### src/rtl/shift_seq_ctrl_if.sv
`default_nettype none
// +----------------------------------------------------------------------+
// | shift_seq_ctrl_if : job handshake and shift-register control bundle   |
// | Rev 1.0                                                              |
// +----------------------------------------------------------------------+
interface shift_seq_ctrl_if #(
  parameter int size  = 4,
  parameter int cnt_w = 3
) ();
  logic             start_valid;
  logic             start_ready;
  logic [size-1:0]  start_data;
  logic [cnt_w-1:0] start_count;
  logic             stall;
  logic             abort;
  logic             load;
  logic             ena;
  logic [size-1:0]  data;
  logic             busy;
  logic [cnt_w-1:0] remain;
  logic             done;
  logic             aborted;

  modport slave (
    input  start_valid, start_data, start_count, stall, abort,
    output start_ready, load, ena, data, busy, remain, done, aborted
  );

  modport master (
    output start_valid, start_data, start_count, stall, abort,
    input  start_ready, load, ena, data, busy, remain, done, aborted
  );
endinterface
`default_nettype wire

### src/rtl/shift_seq_ctrl.sv
`default_nettype none
// +----------------------------------------------------------------------+
// | shift_seq_ctrl : load-then-shift job sequencer with stall and abort   |
// | Rev 1.0                                                              |
// +----------------------------------------------------------------------+
module shift_seq_ctrl #(
  parameter int size  = 4,
  parameter int cnt_w = 3
) (
  input  wire logic       clk,
  input  wire logic       reset,
  shift_seq_ctrl_if.slave bus
);

  typedef enum logic [1:0] {
    ST_IDLE  = 2'd0,
    ST_LOAD  = 2'd1,
    ST_SHIFT = 2'd2,
    ST_DONE  = 2'd3
  } state_t;

  state_t           r_state;
  state_t           w_next;
  logic [size-1:0]  r_data;
  logic [cnt_w-1:0] r_remain;
  logic             r_aborted;
  logic             w_accept;
  logic             w_abort;
  logic             w_load;
  logic             w_ena;

  always_ff @(posedge clk) begin
    if (reset) begin
      r_state <= ST_IDLE;
    end else begin
      r_state <= w_next;
    end
  end

  always_comb begin
    w_next   = r_state;
    w_accept = 1'b0;
    w_abort  = 1'b0;
    w_load   = 1'b0;
    w_ena    = 1'b0;
    case (r_state)
      ST_IDLE: begin
        if (bus.start_valid) begin
          w_accept = 1'b1;
          w_next   = ST_LOAD;
        end
      end
      ST_LOAD: begin
        if (bus.abort) begin
          w_abort = 1'b1;
          w_next  = ST_DONE;
        end else begin
          w_load = 1'b1;
          w_next = (r_remain != '0) ? ST_SHIFT : ST_DONE;
        end
      end
      ST_SHIFT: begin
        // abort takes priority over stall
        if (bus.abort) begin
          w_abort = 1'b1;
          w_next  = ST_DONE;
        end else if (!bus.stall) begin
          w_ena = 1'b1;
          if (r_remain == cnt_w'(1)) begin
            w_next = ST_DONE;
          end
        end
      end
      ST_DONE: begin
        w_next = ST_IDLE;
      end
      default: begin
        w_next = ST_IDLE;
      end
    endcase
  end

  // Abort clears the owed count so DONE always presents remain=0
  always_ff @(posedge clk) begin
    if (reset) begin
      r_data    <= '0;
      r_remain  <= '0;
      r_aborted <= 1'b0;
    end else begin
      if (w_accept) begin
        r_data   <= bus.start_data;
        r_remain <= bus.start_count;
      end else if (w_abort) begin
        r_remain <= '0;
      end else if (w_ena) begin
        r_remain <= r_remain - cnt_w'(1);
      end

      if (w_abort) begin
        r_aborted <= 1'b1;
      end else if (r_state == ST_DONE) begin
        r_aborted <= 1'b0;
      end
    end
  end

  assign bus.start_ready = (r_state == ST_IDLE);
  assign bus.load        = w_load;
  assign bus.ena         = w_ena;
  assign bus.data        = r_data;
  assign bus.busy        = (r_state == ST_LOAD) || (r_state == ST_SHIFT);
  assign bus.remain      = r_remain;
  assign bus.done        = (r_state == ST_DONE);
  assign bus.aborted     = (r_state == ST_DONE) && r_aborted;

endmodule
`default_nettype wire

### src/flat_wrapper.sv
// flat-port wrapper written by rule: the top's interface ports become plain ports
module shift_seq_ctrl_flat 
#(
  parameter int size  = 4,
  parameter int cnt_w = 3
)
  (clk, reset, bus_start_valid, bus_start_data, bus_start_count, bus_stall, bus_abort, bus_start_ready, bus_load, bus_ena, bus_data, bus_busy, bus_remain, bus_done, bus_aborted);
  shift_seq_ctrl_if #(.size(size), .cnt_w(cnt_w)) bus_i ();
  input  wire logic clk;
  input  wire logic reset;
  input wire logic [$bits(bus_i.start_valid)-1:0] bus_start_valid;
  input wire logic [$bits(bus_i.start_data)-1:0] bus_start_data;
  input wire logic [$bits(bus_i.start_count)-1:0] bus_start_count;
  input wire logic [$bits(bus_i.stall)-1:0] bus_stall;
  input wire logic [$bits(bus_i.abort)-1:0] bus_abort;
  output wire logic [$bits(bus_i.start_ready)-1:0] bus_start_ready;
  output wire logic [$bits(bus_i.load)-1:0] bus_load;
  output wire logic [$bits(bus_i.ena)-1:0] bus_ena;
  output wire logic [$bits(bus_i.data)-1:0] bus_data;
  output wire logic [$bits(bus_i.busy)-1:0] bus_busy;
  output wire logic [$bits(bus_i.remain)-1:0] bus_remain;
  output wire logic [$bits(bus_i.done)-1:0] bus_done;
  output wire logic [$bits(bus_i.aborted)-1:0] bus_aborted;
  assign bus_i.start_valid = bus_start_valid;
  assign bus_i.start_data = bus_start_data;
  assign bus_i.start_count = bus_start_count;
  assign bus_i.stall = bus_stall;
  assign bus_i.abort = bus_abort;
  assign bus_start_ready = bus_i.start_ready;
  assign bus_load = bus_i.load;
  assign bus_ena = bus_i.ena;
  assign bus_data = bus_i.data;
  assign bus_busy = bus_i.busy;
  assign bus_remain = bus_i.remain;
  assign bus_done = bus_i.done;
  assign bus_aborted = bus_i.aborted;
  shift_seq_ctrl #(.size(size), .cnt_w(cnt_w)) u_core (.clk(clk), .reset(reset), .bus(bus_i));
endmodule
### config.mk
export PLATFORM = sky130hd
export DESIGN_NAME = shift_seq_ctrl_flat
export DESIGN_NICKNAME = d
export VERILOG_FILES = /design/src/rtl/shift_seq_ctrl_if.sv /design/src/rtl/shift_seq_ctrl.sv /design/src/flat_wrapper.sv
export SDC_FILE = /design/constraint.sdc
export NUM_CORES = 1
export LEC_CHECK = 0
export ABC_AREA = 1
export CAP_MARGIN = 20
export CELL_PAD_IN_SITES_DETAIL_PLACEMENT = 0
export CELL_PAD_IN_SITES_GLOBAL_PLACEMENT = 2
export CORE_UTILIZATION = 21
export DETAILED_ROUTE_END_ITERATION = 8
export GPL_ROUTABILITY_DRIVEN = 0
export HOLD_SLACK_MARGIN = 0.03
export PLACE_DENSITY = 0.8
export REMOVE_ABC_BUFFERS = 1
export SETUP_SLACK_MARGIN = 0.5
export SYNTH_ARGS = -nofsm -noshare
export SYNTH_HDL_FRONTEND = slang
export SYNTH_SLANG_ARGS = --single-unit
### constraint.sdc
create_clock -name clk -period 1.7 [get_ports clk]
set_clock_uncertainty 0.05 [all_clocks]
set_input_delay 0.34 -clock clk [delete_from_list [all_inputs] [get_ports clk]]
set_output_delay 0.34 -clock clk [all_outputs]
set_load 0.01 [all_outputs]
==> results_dict.tcl, run 1 <==
set metrics [dict create \
    total_number_of_clock_tree_sinks 10 \
    mostFrequentLayoutCell "nand2_1" \
    status "finished, final reports clean" \
    p_switching_mw 0.811 \
    fillers 305 \
    p_leak_nw 0.548 \
    routed_wl_mm 1.72 \
    critical_path_data_arrival_time_ps 1120 \
    total_nets_final 152 \
    placement.io_buffers 24 \
    mostFrequentLayoutCells "nand2_1 (14), nor2_1 (12), inv_1 (10), buf_6 (10)" \
    worstPathRequired_ps 1310 \
    design.portCount 25 \
    power.share.combinational_pct 67.7 \
    fraction_of_layout_instances_using_a_drive_strength_above_1_pct 50.0 \
    wl_per_cell_um 10.7 \
    worst_slack_ps 191 \
    antenna_left 0 \
    clkTransAtPathRegs_ps 60 \
    initial_core_utilization_pct 22.4 \
    via_per_inst 4.29 \
    design.die.area_sq_mm 0.00320 \
    sequentialPowerShare_pct 23.6 \
    n_antenna_cell 0 \
    htree_num_levels 1 \
    clock_tree.root_cell "clkbuf_4" \
    yosys_register_bits 10 \
    final_hold_slack_ps 422 \
    vias_after_detailed_routing 691 \
    switching_share_pct 43.0 \
    dpl_worst_slack_ps -254 \
    wire_length_of_the_first_global_routing_pass_mm 2.92 \
    worst_skew_pair.late_latency_ps 260 \
    critPathCaptureType "output pin" \
    power_frac_clock_pct 8.7 \
    drt_iter0_markers 6 \
    path_class "flop to output pin" \
    layout_worst_path_cycle_share_pct 88.8 \
    hold_violations 0 \
    timing_worst_slew_pin_value_ps 213 \
    via_count_of_the_first_global_routing_pass 668 \
    yosys.cell_types.count 16 \
    antenna_violations_before_repair 0 \
    post_synth.cell_area_avg_sq_um 7.09 \
    final_core_util_pct 41.3 \
    dpl.hpwl_mm 1.25 \
    yosysWarnings 0 \
    drt_pre_antenna_iters 3 \
    report.final.setup_viol 0 \
    grt_setup_unrepaired "true" \
    timing.hold.worst.class "flop to flop" \
    postSynthCellCount 88 \
    max_freq_mhz 663 \
    critPathLaunchType "flop" \
    areaGrowthSynthToFinish_pct 84.0 \
    tritoncts.num_buffers 3 \
    power_density_mw_per_mm2 1640 \
    vdd.ir_drop.worst_mv 0.730 \
    area_after_detailed_placement_sq_um 956 \
    grt_usage_pct 11.7 \
    final-max-slew-violation-count 0 \
    detail_route.drc_violations 0 \
    syn_area_sq_um 624 \
    slew-limit-headroom_pct 85.8 \
    grt_overflow 0 \
    clockBufferDepth 2 \
    synth-seq-area-share_pct 32.1 \
    die_height_um 56.5 \
    floorplan.rows 19 \
    maxCapViolCount 0 \
    internal_pwr_total_mw 1.08 \
    cts_hold_repair.buffers 0 \
    finalInstanceArea_sq_mm 0.00115 \
    cts_tree "built" \
    fp.coreArea_sq_mm 0.00278 \
    die-width_um 56.5 \
    grt_start_max_net_pins 8 \
    total_power_mw 1.89 \
    finalWorstPathRequiredPeriod_ps 1510 \
    critical_path.max_fanout 3 \
]
[cell families (layout without fill, tap and decap cells)]
family	after synthesis	after routing	share of synthesized area [%]
and+or+nand+nor	39	39	28.1
AOI/OAI and AO/OA	16	16	14.8
buffers and inverters	15	57	9.02
DFF	10	10	32.1
adders and majority gates	8	8	16.0
[through the flow]
step                TNS [ps]  cells
floorplan                  0     88
finish                     0    161
global placement        -477    150
global route               0    161
CTS                        0    159
detailed placement      -493    150
[final timing paths]
| check | from | end | slack (ps) | cells after the start |
|---|---|---|---|---|
| min | u_core.r_aborted | u_core.r_aborted | 420 | 2 |
| min reg2reg | u_core.r_aborted | u_core.r_aborted | 420 | 2 |
| max reg2reg | u_core.r_state[0] | u_core.bus.remain[0] | 270 | 9 |
| max | u_core.r_state[1] | bus_ena | 190 | 5 |
[worst max-delay path, stage by stage (launching register included)]
cell and delay, ps:
dfxtp_4 370, buf_6 120, ha_4 160, nand2_4 60, inv_4 30, buf_6 110
[synth_stat cells]
cell	count	share of area, %
nand3_1	2	1.6
a21oi_1	4	3.2
inv_2	3	1.8
dfxtp_1	10	32
nand2_1	16	9.6
o211ai_1	1	1.2
ha_1	8	16
nor2_1	14	8.4
inv_1	12	7.2
a22oi_1	1	1.2
nand2_2	5	5.0
nand2_4	1	1.8
o21ai_0	6	4.8
o21ai_1	2	1.6
nand3_2	1	1.6
a21oi_2	2	2.8
[area by class of cell]
class                   count  area [sq um]  share of cell area (%)
well taps                  31          38.8                    3.38
repair buffers             39           333                    29.0
multi-input cells          63           470                    41.0
flip-flops and latches     10           213                    18.5
inverters                  15          71.3                    6.21
clock buffers               3          22.5                    1.96
[timing repair]
| item | 4_1_cts | 5_1_grt |
|---|---|---|
| resized for setup | 90 | 14 |
| buffers inserted | 6 | 2 |
| setup endpoints to repair | 23 | 16 |
| pin swaps | 7 | 7 |
[flip-flops by register name, indices dropped and copies added, names as in the netlist]
name and cells:
u_core.r_state 2, u_core.bus.data 4, u_core.r_aborted 1, u_core.bus.remain 3
[power groups by stage]
stage / Combinational [mW] / Clock [mW] / Sequential [mW]
2_1_floorplan: 0.522 / 0 / 0.418
3_3_place_gp: 0.956 / 0 / 0.404
3_5_place_dp: 0.959 / 0 / 0.405
4_1_cts: 1.19 / 0.170 / 0.437
5_1_grt: 1.41 / 0.179 / 0.457
6_report: 1.28 / 0.164 / 0.445
[metal layers]
metal	wire, um	vias to the layer above	global-route usage [%]
li1	-	361	-
met5	0	-	0
met3	95	2	2.53
met2	850	14	19.8
met4	14	0	4.18
met1	761	314	14.4
Power figures use the tool's default switching activity.
==> run 2, diff against run 1 <==
- REMOVE_ABC_BUFFERS: 1 -> not set
- SETUP_SLACK_MARGIN: 0.5 -> not set
==> run 2 against run 1 <==
Compared with the run above:
- cell count decreased by 4.3%
- critical path type unchanged
- utilization down 5.9 points
- final area decreased by 14%
- die area is the same
- worst hold slack worse by 9.5 ps
==> results_dict.tcl, run 2 (synthesis gave the netlist of run 1 again) <==
set metrics [dict create \
    status "finished, final reports clean" \
    antenna_violations_before_repair 0 \
    critPathCaptureType "output pin" \
    via_per_inst 4.27 \
    grt_overflow 0 \
    total_number_of_clock_tree_sinks 10 \
    r2r_start "u_core.r_state[0]" \
    syn_nets 108 \
    fraction_of_layout_instances_using_a_drive_strength_above_1_pct 25.2 \
    internal_pwr_total_mw 0.869 \
    vdd.ir_drop.worst_mv 0.654 \
    largest_register_ff_count 4 \
    fp.coreArea_sq_mm 0.00278 \
    worstHoldPathCells 2 \
    clock_tree.root_cell "clkbuf_4" \
    r2r_setup_slack_ps 160 \
    design.portCount 25 \
    dpl.hpwl_mm 1.25 \
    report.final.setup_viol 0 \
    p_switching_mw 0.630 \
    areaGrowthSynthToFinish_pct 57.7 \
    n_antenna_cell 0 \
    design.die.area_sq_mm 0.00320 \
    worst_skew_pair.late_latency_ps 260 \
    drt_pre_antenna_iters 4 \
    final_core_util_pct 35.4 \
    final_hold_slack_ps 413 \
    power_density_mw_per_mm2 1520 \
    htree_num_levels 1 \
    grt_usage_pct 10.8 \
    total_power_mw 1.50 \
    slew-limit-headroom_pct 87.5 \
    die-width_um 56.5 \
    grt_start_max_net_pins 8 \
    timing.hold.worst.class "flop to flop" \
    vias_after_detailed_routing 657 \
    worst_slack_ps 98.6 \
    mostFrequentLayoutCell "clkdlybuf4s50_1" \
    wl_per_cell_um 9.83 \
    critical_path.max_fanout 4 \
    timing_worst_slew_pin_value_ps 188 \
    layout_worst_path_cycle_share_pct 94.2 \
    grt_setup_unrepaired "false" \
    wire_length_of_the_first_global_routing_pass_mm 2.66 \
    via_count_of_the_first_global_routing_pass 625 \
    initial_core_utilization_pct 22.4 \
    critPathLaunchType "flop" \
    drt_iter0_markers 9 \
    placement.io_buffers 24 \
    clockBufferDepth 2 \
    worstPathRequired_ps 1310 \
    floorplan.rows 19 \
    sequentialPowerShare_pct 27.2 \
    maxCapViolCount 0 \
    accumulated_negative_setup_slack_ps 0 \
    antenna_left 0 \
    clkTransAtPathRegs_ps 60 \
    dpl_worst_slack_ps -254 \
    cts_tree "built" \
    power_frac_clock_pct 10.6 \
    power.share.combinational_pct 62.2 \
    detail_route.drc_violations 0 \
    max_freq_mhz 624 \
    critical_path_data_arrival_time_ps 1210 \
    finalWorstPathRequiredPeriod_ps 1600 \
    hold_violations 0 \
    switching_share_pct 42.0 \
    p_leak_nw 0.460 \
    final-max-slew-violation-count 0 \
    routed_wl_mm 1.51 \
    critical_path.reg2reg.endpoint "u_core.bus.remain[0]" \
    path_class "flop to output pin" \
    mostFrequentLayoutCells "clkdlybuf4s50_1 (18), nand2_1 (16), nor2_1 (14)" \
    tritoncts.num_buffers 3 \
    total_nets_final 145 \
    die_height_um 56.5 \
    min_to "u_core.r_aborted" \
    rr_worst_depth 9 \
    timing.hold.worst.start "u_core.r_aborted" \
]
==> run 2: layout make-up <==
class                           instances  area [sq um]
Multi-Input combinational cell         63           375
Clock buffer                            3          22.5
Tap cell                               31          38.8
Inverter                               15          56.3
Sequential cell                        10           205
Timing Repair Buffer                   32           287
Fill cell                             320          1800
==> run 2: power by group through the flow <==
stage | registers (mW) | clock network (mW) | logic, mW
final | 0.407 | 0.159 | 0.932
after global routing | 0.419 | 0.179 | 1.07
after CTS | 0.405 | 0.170 | 0.931
after detailed placement | 0.405 | 0 | 0.959
after global placement | 0.404 | 0 | 0.956
after floorplan | 0.418 | 0 | 0.522
==> run 2: worst max-delay path, cell delays in order (launching register included) <==
cell,delay [ps]
dfxtp_2,350
inv_1,70
ha_1,290
clkdlybuf4s15_1,230
==> run 2: stage by stage <==
| step | instances | area [sq um] |
|---|---|---|
| global route | 154 | 985 |
| floorplan | 88 | 624 |
| global placement | 150 | 956 |
| detailed placement | 150 | 956 |
| finish | 154 | 985 |
| CTS | 153 | 978 |
==> run 2: worst max-delay path by stage <==
stage                                 endpoint  depth (start not counted)         startpoint  slack, ps
final                                 bus_busy                          3  u_core.r_state[1]        100
after floorplan           u_core.bus.remain[0]                          8  u_core.r_state[0]        250
after detailed placement              bus_load                          4          bus_abort       -250
after CTS                             bus_busy                          3  u_core.r_state[0]         -1
after global routing           bus_start_ready                          3  u_core.r_state[1]         10
after global placement                 bus_ena                          5          bus_abort       -250
==> run 2: timing repair <==
item / in CTS / in global routing
endpoints found under the setup margin: 6 / 4
setup buffers: 0 / 1
pin swaps: 0 / 0
resized for setup: 10 / 8
hold buffers: 0 / 0
==> run 2: layer usage <==
layer  part of all wire, %  vias to the layer above  GRT usage [%]  routed length, um
li1                      -                      346              -                  -
met1                    45                      293           13.4                676
met2                    49                       16           18.0                742
met3                   5.3                        2           2.30                 80
met4                  0.92                        0           4.18                 14
met5                     0                        -              0                  0
==> variant 1, RTL diff (flow settings as in run 1) <==
`cnt_w` is set to 3 in 3 places; all go to 5.
--- a/src/rtl/shift_seq_ctrl_if.sv
+++ b/src/rtl/shift_seq_ctrl_if.sv
@@ -5,7 +5,7 @@
 // +----------------------------------------------------------------------+
 interface shift_seq_ctrl_if #(
   parameter int size  = 4,
-  parameter int cnt_w = 3
+  parameter int cnt_w = 5
 ) ();
   logic             start_valid;
   logic             start_ready;
--- a/src/rtl/shift_seq_ctrl.sv
+++ b/src/rtl/shift_seq_ctrl.sv
@@ -5,7 +5,7 @@
 // +----------------------------------------------------------------------+
 module shift_seq_ctrl #(
   parameter int size  = 4,
-  parameter int cnt_w = 3
+  parameter int cnt_w = 5
 ) (
   input  wire logic       clk,
   input  wire logic       reset,
--- a/src/flat_wrapper.sv
+++ b/src/flat_wrapper.sv
@@ -2,7 +2,7 @@
 module shift_seq_ctrl_flat 
 #(
   parameter int size  = 4,
-  parameter int cnt_w = 3
+  parameter int cnt_w = 5
 )
   (clk, reset, bus_start_valid, bus_start_data, bus_start_count, bus_stall, bus_abort, bus_start_ready, bus_load, bus_ena, bus_data, bus_busy, bus_remain, bus_done, bus_aborted);
   shift_seq_ctrl_if #(.size(size), .cnt_w(cnt_w)) bus_i ();
Interface: changed (resized bus_remain and bus_start_count); port bits go from 25 to 29. No check against the original RTL was run, so the function may have changed too.
==> variant 1 against run 1 <==
Synthesized cell count increased by 18%. Design area up 24%. Synthesized area up 25%. Clock power increased by 93%. Routed wire length is 27% higher. Combinational power grew 30%. Worst setup slack got worse by 0.032 ns. Total power increased by 35%. Sequential cell count up 2. Sequential power increased by 24%. Sequential share of layout area is essentially flat. Global-route usage up 0.45 points. Critical path depth down 1. First-iteration DRC count rose to 6.2 times the old value. Largest cell class unchanged. Highest routed layer unchanged.
==> variant 1: results (changes against run 1) <==
<table>
<tr><th>Metric</th><th>Value</th></tr>
<tr><th colspan="2">Run status</th></tr>
<tr><td>Status</td><td>finished, final reports clean</td></tr>
<tr><th colspan="2">Placed design</th></tr>
<tr><td>Number of placed cells counting well taps</td><td>188 (+25%)</td></tr>
<tr><td>Post-placement setup slack</td><td>-0.290 ns (-0.0362 ns)</td></tr>
<tr><td>HPWL reported at the end of detailed placement</td><td>1.64 mm (+31%)</td></tr>
<tr><th colspan="2">Logic synthesis</th></tr>
<tr><td>Area contributors post-synth</td><td>sky130_fd_sc_hd__dfxtp_1, sky130_fd_sc_hd__ha_1, sky130_fd_sc_hd__nand2_1, sky130_fd_sc_hd__nor2_1, sky130_fd_sc_hd__inv_1</td></tr>
<tr><td>Mean cell area of the mapped netlist</td><td>7.51 um^2 (+5.8%)</td></tr>
<tr><td>Sequential element share of the synthesized area</td><td>0.308 (-0.0129)</td></tr>
<tr><td>Compound-cell area share of the yosys netlist</td><td>0.176 (+0.0280)</td></tr>
<tr><th colspan="2">Routing</th></tr>
<tr><td>Iteration-0 DRC count of the detailed router</td><td>37 (+31)</td></tr>
<tr><td>Total length of routed met2 wires</td><td>1.05 mm (+24%)</td></tr>
<tr><td>Met3 wire len</td><td>85 um (-11%)</td></tr>
<tr><th colspan="2">Cells and area</th></tr>
<tr><td>Fill cell instance count of the final layout</td><td>355 (+16%)</td></tr>
<tr><td>Final net count</td><td>178 (+17%)</td></tr>
<tr><td>Non-Filler Instances</td><td>201 (+25%)</td></tr>
<tr><td>Number of flip-flops under the largest register name</td><td>5 (+1)</td></tr>
<tr><td>Storage element area</td><td>263 um^2 (+24%)</td></tr>
<tr><th colspan="2">CTS</th></tr>
<tr><td>Buffer count from post-CTS setup fixing</td><td>5 (-1)</td></tr>
<tr><td>Cell at the root of the clock tree</td><td>sky130_fd_sc_hd__clkbuf_8</td></tr>
<tr><th colspan="2">Worst setup path</th></tr>
<tr><td>Endpoint of the most critical register-to-register path</td><td>u_core.bus.remain[4]$_SDFFE_PP0P_</td></tr>
<tr><td>Reg2reg start</td><td>u_core.r_state[1]$_SDFFE_PP0P_</td></tr>
<tr><th colspan="2">Worst hold path</th></tr>
<tr><td>Startpoint of the worst hold path</td><td>u_core.bus.data[1]$_SDFFE_PP0P_</td></tr>
<tr><th colspan="2">Pwr</th></tr>
<tr><td>IR drop worst, VDD</td><td>731 uV (+0.16%)</td></tr>
<tr><th colspan="2">GRT</th></tr>
<tr><td>Number of global-route vias before repair</td><td>829 (+24%)</td></tr>
<tr><td>Routing usage on met1</td><td>0.159 (+0.0157)</td></tr>
<tr><td>Wire length of the first global-routing pass</td><td>3.83 mm (+31%)</td></tr>
<tr><th colspan="2">STA</th></tr>
<tr><td>Hold Worst Slack</td><td>0.423 ns (+0.00130 ns)</td></tr>
</table>
variant 1: cell types whose count changed after synthesis, moves of 2 or more:
cell	before	now
sky130_fd_sc_hd__dfxtp_1	10	12
sky130_fd_sc_hd__nand3_1	2	6
sky130_fd_sc_hd__inv_1	12	14
sky130_fd_sc_hd__a21oi_1	4	6
sky130_fd_sc_hd__nand2_2	5	3
variant 1: worst min-delay path: cells and delay by family, from the launching register on:
family           cells  cell delay (ns)
flip-flops           1             0.32
AND/OR/NAND/NOR      2             0.12
variant 1: area by class of cell:
| class | count | area share |
|---|---|---|
| clock buffer | 4 | 0.0387 |
| inverter | 17 | 0.0572 |
| multi-input combinational | 75 | 0.406 |
| sequential | 12 | 0.185 |
| tap | 46 | 0.0405 |
| timing repair buffer | 47 | 0.273 |
variant 1: power breakdown:
part,switching (mW),internal [mW]
registers,0.127,0.423
clock network,0.112,0.205
logic,0.834,0.838
total,1.07,1.47
==> variant 2, RTL diff (settings of run 1) <==
Made on the original files. The 4 states of `state_t` get a one-hot encoding in 4 bits.
--- a/src/rtl/shift_seq_ctrl.sv
+++ b/src/rtl/shift_seq_ctrl.sv
@@ -12,11 +12,11 @@
   shift_seq_ctrl_if.slave bus
 );
 
-  typedef enum logic [1:0] {
-    ST_IDLE  = 2'd0,
-    ST_LOAD  = 2'd1,
-    ST_SHIFT = 2'd2,
-    ST_DONE  = 2'd3
+  typedef enum logic [3:0] {
+    ST_IDLE  = 4'b0001,
+    ST_LOAD  = 4'b0010,
+    ST_SHIFT = 4'b0100,
+    ST_DONE  = 4'b1000
   } state_t;
 
   state_t           r_state;
Behaviour: same outputs for any inputs over 10 cycles, from zero or initial values and one cycle with reset high; not proved beyond that.
==> variant 2 against run 1 <==
First-iteration DRC count increased by 33%. Critical path depth fell by 1. Design area rose by 16%. Routed wire length up 16%. Synthesized area up 7.2%. Sequential cell count grew 2. Worst setup slack worse by 0.061 ns. Non-clock buffer count grew 12. Critical endpoint is now bus_load.
Power is not compared: it rests on default switching activity, and its combinational part moved more than twofold at a synthesized area within 25%.
==> variant 2: results (changes against run 1) <==
<table>
<tr><th>Metric</th><th>Value</th></tr>
<tr><th colspan="2">Run status</th></tr>
<tr><td>Status</td><td>finished, final reports clean</td></tr>
<tr><th colspan="2">GRT</th></tr>
<tr><td>Routing usage on met1</td><td>0.130 (-0.0139)</td></tr>
<tr><td>Wire length of the first global-routing pass</td><td>2.84 mm (-2.8%)</td></tr>
<tr><td>GR Layer Usage met2</td><td>0.199 (+0.000367)</td></tr>
<tr><td>Initial antenna violation count</td><td>0 (unchanged)</td></tr>
<tr><td>Overall Global Routing Usage</td><td>0.113 (-0.00380)</td></tr>
<tr><td>Number of global-route vias before repair</td><td>683 (+2.2%)</td></tr>
<tr><td>Largest net degree at the start of global routing</td><td>9 (+1)</td></tr>
<tr><th colspan="2">Logic synthesis</th></tr>
<tr><td>Xor and xnor fraction of the mapped netlist area</td><td>0.0131 (+0.0131)</td></tr>
<tr><td>Compound-cell area share of the yosys netlist</td><td>0.0748 (-0.0735)</td></tr>
<tr><td>Sequential element share of the synthesized area</td><td>0.359 (+0.0382)</td></tr>
<tr><td>Fraction of the mapped netlist area in adder cells</td><td>0.0561 (-0.104)</td></tr>
<tr><td>Ys async rst share</td><td>0 (unchanged)</td></tr>
<tr><td>Area contributors post-synth</td><td>sky130_fd_sc_hd__dfxtp_1, sky130_fd_sc_hd__nand2_1, sky130_fd_sc_hd__inv_1, sky130_fd_sc_hd__nor2_1, sky130_fd_sc_hd__ha_1</td></tr>
<tr><td>Leading cell types by count after synthesis</td><td>sky130_fd_sc_hd__nand2_1, sky130_fd_sc_hd__inv_1, sky130_fd_sc_hd__nor2_1</td></tr>
<tr><th colspan="2">Routing</th></tr>
<tr><td>First-pass detailed-route iteration total</td><td>4 (+1)</td></tr>
<tr><td>Wirelength, routed</td><td>1.99 mm (+16%)</td></tr>
<tr><td>Vias</td><td>805 (+16%)</td></tr>
<tr><td>Iteration-0 DRC count of the detailed router</td><td>8 (+2)</td></tr>
<tr><th colspan="2">Placed design</th></tr>
<tr><td>Post-placement setup slack</td><td>-0.319 ns (-0.0650 ns)</td></tr>
<tr><th colspan="2">CTS</th></tr>
<tr><td>Clk_lat worst skew</td><td>0.28 ns (+0.02 ns)</td></tr>
<tr><td>Register clock-pin slew on the reported worst setup and hold paths</td><td>0.08 ns (+0.02 ns)</td></tr>
<tr><th colspan="2">STA</th></tr>
<tr><td>Worst max-slew margin expressed relative to the limit</td><td>0.843 (-0.0150)</td></tr>
<tr><th colspan="2">Cells and area</th></tr>
<tr><td>Final net count</td><td>170 (+12%)</td></tr>
<tr><td>Fraction of layout instances using a drive strength above 1</td><td>0.545 (+0.0455)</td></tr>
<tr><th colspan="2">Worst setup path</th></tr>
<tr><td>Setup slack on the worst flop-to-flop path</td><td>0.23 ns (-0.04 ns)</td></tr>
<tr><td>Arrival time at the worst endpoint</td><td>1.18 ns (+0.06 ns)</td></tr>
<tr><th colspan="2">Pwr</th></tr>
<tr><td>Sw Share</td><td>0.313</td></tr>
</table>
variant 2: cell types whose count changed after synthesis, sizes merged, moves of 2 or more:
cell   delta
buf       +2
dfxtp     +2
ha        -5
inv       +3
nand2     +9
nand3     +2
nand4     +5
o21ai     -8
variant 2: per-layer routing:
layer / part of all wire / wire length (um)
met1: 0.43 / 863
met2: 0.51 / 1010
met5: 0 / 0
met3: 0.042 / 84
met4: 0.016 / 31
variant 2: what timing repair did:
| item | in CTS | in global routing |
|---|---|---|
| setup buffers | 10 | 4 |
| resized for setup | 91 | 25 |
| hold buffers | 0 | 0 |
| setup endpoints to repair | 22 | 18 |
| pin swaps | 5 | 9 |
variant 2: power by group through the flow:
stage / Clock (mW) / Combinational [mW] / Sequential, mW
floorplan: 0 / 0.114 / 0.331
global placement: 0 / 0.242 / 0.324
detailed placement: 0 / 0.245 / 0.324
CTS: 0.245 / 0.305 / 0.321
global route: 0.254 / 0.369 / 0.324
finish: 0.232 / 0.336 / 0.322
variant 2: cell type report:
cell class,count,area (um^2),area share
multi-input cells,69,460,0.346
well taps,44,55.1,0.0414
repair buffers,51,445,0.335
clock buffers,4,36.3,0.0273
flip-flops and latches,12,255,0.192
inverters,18,77.6,0.0583
variant 2: path summary, 6_finish.rpt:
kind                                                 startpoint                              end  depth (start not counted)
worst max-delay path                                  bus_abort                         bus_load                          4
worst min-delay path            u_core.bus.data[0]$_SDFFE_PP0P_  u_core.bus.data[0]$_SDFFE_PP0P_                          2
worst max register to register   u_core.r_state[1]$_SDFFE_PP0P_   u_core.r_state[0]$_SDFFE_PP1P_                         10
worst min register to register  u_core.bus.data[0]$_SDFFE_PP0P_  u_core.bus.data[0]$_SDFFE_PP0P_                          2
variant 2: cell families after synthesis:
kind of cell | count (synthesis)
compound gates | 9
xor+xnor | 1
fa+ha+maj | 3
buf+inv | 20
flops | 12
simple gates | 56
variant 2: stage by stage:
stage	utilization	cells	area [um^2]	hold WS (ns)
finish	0.439	198	1330	0.410
global route	0.439	198	1330	0.427
CTS	0.402	194	1220	0.413
detailed placement	0.346	180	1050	0.403
global placement	0.346	180	1050	0.403
floorplan	-	99	654	0.359
variant 2: critical path, stage by stage:
cell and delay, ns:
sky130_fd_sc_hd__clkdlybuf4s50_1 0.50, sky130_fd_sc_hd__buf_4 0.16, sky130_fd_sc_hd__nor2_1 0.05, sky130_fd_sc_hd__buf_2 0.13
